## config.mk

```make
export PLATFORM = sky130hd
export DESIGN_NAME = fifo_rd_stream
export DESIGN_NICKNAME = d
export VERILOG_FILES = /design/src/rtl/fifo_pkg.sv /design/src/rtl/fifo_rd_skid.sv /design/src/rtl/fifo_rd_stream.sv
export SDC_FILE = /design/constraint.sdc
export NUM_CORES = 1
export LEC_CHECK = 0
export ABC_CLOCK_PERIOD_IN_PS = 2000
export CORE_MARGIN = 1
export CORE_UTILIZATION = 38
export CTS_CLUSTER_DIAMETER = 60
export CTS_CLUSTER_SIZE = 28
export DETAILED_ROUTE_END_ITERATION = 12
export PLACE_DENSITY = 0.65
export SLEW_MARGIN = 25
export SYNTH_ARGS = -nofsm -noshare
export SYNTH_HDL_FRONTEND = slang
export SYNTH_SLANG_ARGS = --single-unit
```

## constraint.sdc

```tcl
create_clock -name rclk -period 2 [get_ports rclk]
set_clock_uncertainty 0.1 [all_clocks]
set_input_delay 0.3 -clock rclk [delete_from_list [all_inputs] [get_ports rclk]]
set_output_delay 0.3 -clock rclk [all_outputs]
set_load 0.005 [all_outputs]
```

## src/rtl/fifo_pkg.sv

```systemverilog
// Shared types for the fifo1 read-side stream adapter.
package fifo_pkg;

  localparam int DSIZE_DEF = 8;

  // Skid-buffer occupancy; the encoding equals the number of held words.
  typedef enum logic [1:0] {
    S_EMPTY = 2'd0,
    S_ONE   = 2'd1,
    S_TWO   = 2'd2
  } rd_state_t;

endpackage

```

## src/rtl/fifo_rd_skid.sv

```systemverilog
// Two-entry register skid buffer. slot0 is always the head word and drives
// out_data directly, so the output is registered and holds steady under stall.
module fifo_rd_skid
  import fifo_pkg::*;
#(
  parameter int DSIZE = DSIZE_DEF
) (
  input  logic             clk,
  input  logic             rst_n,
  input  logic             push,
  input  logic [DSIZE-1:0] push_data,
  input  logic             flush,
  input  logic             out_ready,
  output logic             out_valid,
  output logic [DSIZE-1:0] out_data,
  output logic             full
);

  rd_state_t        state_d, state_q;
  logic [DSIZE-1:0] slot0_d, slot0_q;
  logic [DSIZE-1:0] slot1_d, slot1_q;
  logic             take;

  assign out_valid = (state_q != S_EMPTY);
  assign out_data  = slot0_q;
  assign full      = (state_q == S_TWO);
  assign take      = out_valid && out_ready;

  // Occupancy/slot update; flush wins over everything and leaves slots stale.
  always_comb begin
    state_d = state_q;
    slot0_d = slot0_q;
    slot1_d = slot1_q;
    if (flush) begin
      state_d = S_EMPTY;
    end else begin
      unique case (state_q)
        S_EMPTY: begin
          if (push) begin
            slot0_d = push_data;
            state_d = S_ONE;
          end
        end
        S_ONE: begin
          if (push && take) begin
            slot0_d = push_data;
          end else if (push) begin
            slot1_d = push_data;
            state_d = S_TWO;
          end else if (take) begin
            state_d = S_EMPTY;
          end
        end
        S_TWO: begin
          // The top never pushes while full, so only a take can move us.
          if (take) begin
            slot0_d = slot1_q;
            state_d = S_ONE;
          end
        end
        default: state_d = S_EMPTY;
      endcase
    end
  end

  // State and slot registers.
  always_ff @(posedge clk or negedge rst_n) begin
    if (!rst_n) begin
      state_q <= S_EMPTY;
      slot0_q <= '0;
      slot1_q <= '0;
    end else begin
      state_q <= state_d;
      slot0_q <= slot0_d;
      slot1_q <= slot1_d;
    end
  end

endmodule

```

## src/rtl/fifo_rd_stream.sv

```systemverilog
// fifo1 read-port consumer: pops words whenever the skid buffer has room and
// presents them as a registered valid/ready stream in the rclk domain.
// Optional feature macro: RD_STREAM_CNT_EN adds the rd_cnt delivered-word count.
module fifo_rd_stream
  import fifo_pkg::*;
#(
  parameter int DSIZE = DSIZE_DEF
) (
  input  logic             rclk,
  input  logic             rrst_n,
  input  logic             rempty,
  input  logic [DSIZE-1:0] rdata,
  output logic             rinc,
  input  logic             flush,
  output logic             out_valid,
  output logic [DSIZE-1:0] out_data,
  input  logic             out_ready
`ifdef RD_STREAM_CNT_EN
  ,
  output logic [31:0]      rd_cnt
`endif
);

  logic full;

  // Pop only when a word exists, the buffer has room and no flush is pending;
  // the reset term keeps rinc low while rrst_n is held.
  assign rinc = rrst_n && !rempty && !flush && !full;

  fifo_rd_skid #(.DSIZE(DSIZE)) u_skid (
    .clk       (rclk),
    .rst_n     (rrst_n),
    .push      (rinc),
    .push_data (rdata),
    .flush     (flush),
    .out_ready (out_ready),
    .out_valid (out_valid),
    .out_data  (out_data),
    .full      (full)
  );

`ifdef RD_STREAM_CNT_EN
  logic        take;
  logic [31:0] rd_cnt_d, rd_cnt_q;

  assign take   = out_valid && out_ready;
  assign rd_cnt = rd_cnt_q;

  // Delivered-word count; wraps naturally and ignores flush.
  always_comb begin
    rd_cnt_d = rd_cnt_q + {31'd0, take};
  end

  // Counter register, cleared only by reset.
  always_ff @(posedge rclk or negedge rrst_n) begin
    if (!rrst_n) rd_cnt_q <= '0;
    else         rd_cnt_q <= rd_cnt_d;
  end
`endif

endmodule

```

==> reports/metrics.cfg <==
[synthesis]
synth_nets = 83
syn_avg_cell_area_um2 = 12.2
synth-edff-count = 0
synth_common_cells = 18 x dfrtp_1, 8 x mux2_2, 8 x mux2i_1, 8 x nand2_1, 6 x o21ai_1
async_reset_ff_share_pct = 100
yosys_most_used_dff = dfrtp_1
yosysTopAreaCell = dfrtp_1
ys_seq_area_share_pct = 52.8
ys_ff_latch = 18
synth_most_common_cell = dfrtp_1
synth_top_area_share_pct = 52.8
ys_types = 22
yosys-top-cells-area = dfrtp_1 53%, mux2_2 11%, mux2i_1 9.4%
yosysWarnings = 0
netlist_area_um2 = 853
syn_inst = 70

[drt]
post_drt_via_cell_ratio = 4.87
vias = 633
dr.pass1.iters = 3
drt_iter0_markers = 9
routedWlPerCell_um = 12.7
drc = 0
ant_nets = 0
drt-total-wl_um = 1650

[placed_design]
io_buffers = 22
pre_cts_slack_ns = -0.0103
gp_congestion = 0.697
hpwl_um = 1200
place_inst = 125

[global_routing]
grt_pass1_vias = 606
grt_pass1_wl_um = 2840
antenna_found_initial = 0
grt_start_max_net_pins = 17
grt_overflow = 0
gr-usage-all-layers_pct = 15.9

[layout]
nets = 118
fin_cells = 130
syn_to_final_growth_pct = 42.5
drive_above_1_share_pct = 29.1
num_antenna_cells = 0
fin_util_pct = 59.6

[timing]
layout_min_cycle_time_ns = 1.70
worst_pin_slew_ns = 0.323
setup_viol = 0
worst_slack_ns = 0.296
drv_slew = 0
fmax_mhz = 587
max-slew-margin-rel_pct = 78.4
hold_viol = 0
rsz0062_at_grt = false
holdWs_ns = 0.101
setup_tns_ns = 0
fin_crit_sh_pct = 85.2

[floorplanning]
die_h_um = 49.4
core.rowCount = 16
chipWidth_um = 49.4
die-area_mm2 = 0.00244
start_util_pct = 41.8
io_pins = 23
fp.coreArea_mm2 = 0.00204

[cts]
htree_levels = 1
path_clk_slew_ns = 0.10
clkLatencyLatePin_ns = 0.28
cts_max_path_buffers = 2
cts_root_buf = clkbuf_4
clkSinkCount = 18
cts_tree = done
numCtsBuffers = 3
holdBufCountCts = 0

[critical_path]
crit_start = u_skid.state_q[1]
required_ns = 1.60
path_class = reg -> out
crit_arrival_ns = 1.30
cp_max_fo = 4
startpoint_type = register
cp-end-kind = output pin
worst_r2r_path_depth = 6
reg2reg_from = u_skid.state_q[1]

[power]
clkPwrFrac_pct = 20.4
p_sw_share_pct = 24.5
p_int_uw = 634
p_leak_uw = 0.000573
seq_power_share_pct = 54.9
power.switching_uw = 206
p_comb_share_pct = 24.7
peakVddDrop_mv = 0.501
p_per_area_mw_per_mm2 = 691

[status]
status = completed

[worst_hold_path]
hold_path_class = in -> async

[job]
maxCapViolCount = 0

[layout make-up]
class / instances / area (µm²)
repair buffers: 32 / 314
flip-flops and latches: 18 / 452
well taps: 27 / 33.8
inverters: 1 / 3.75
clock buffers: 3 / 22.5
fillers: 192 / 826
multi-input cells: 49 / 390
[logic make-up after synthesis]
group	count (synthesis)	synth area share (%)
flops	18	52.8
simple gates	20	13.9
mux	17	21.3
buf+inv	3	2.34
compound gates	12	9.68
[per-layer routing]
layer  track usage, %  wire, µm
met1             23.2       807
met5                0         0
met4             5.71         0
met2             23.1       774
met3             3.43        72
[placed cells by master (no fill, tap or decap), types with 2 or more instances in the layout]
cell type and count:
clkdlybuf4s50_1 18, dfrtp_1 17, buf_4 9, mux2i_1 8, nand2_1 8, mux2_2 8
o21ai_1 6, clkbuf_4 3, dlymetal6s2s_1 3, nor3_1 2, o21ai_2 2, nor2_1 2
a21oi_1 2
[what timing repair did]
action,4_1_cts,5_1_grt
resized for setup,3,3
buffers inserted,0,2
endpoints found under the setup margin,1,1
[final timing paths]
path / endpoint / slack, ns
worst min-delay path: u_skid.out_data[1] / 0.10
max in group asynchronous: u_skid.state_q[1] / 1.49
worst min register to register: u_skid.out_data[1] / 0.39
worst max register to register: u_skid.out_data[0] / 0.46
min in group rclk: u_skid.out_data[1] / 0.39
worst max-delay path: out_valid / 0.30
[power by group through the flow]
stage | sequential [µW] | clock [µW] | combinational, µW
4_1_cts | 461 | 182 | 211
3_5_place_dp | 468 | 0 | 210
2_1_floorplan | 465 | 0 | 82.1
3_3_place_gp | 465 | 0 | 206
6_report | 461 | 172 | 208
5_1_grt | 470 | 198 | 230
[critical path, cell delays in order (launching register included)]
cell,delay (ns)
dfrtp_2,0.44
buf_4,0.15
or2_2,0.28
dlymetal6s2s_1,0.15
[sequential cells by signal, summed over array words and instances, names as in the netlist]
signal           count
u_skid.out_data      8
u_skid.slot1_q       8
u_skid.state_q       2
[stage by stage]
step	instance area [µm²]	power, µW
after detailed placement	1160	678
after global routing	1220	899
final	1220	840
after CTS	1190	855
after floorplan	853	547
after global placement	1160	670
(Power assumes the default switching activity.)
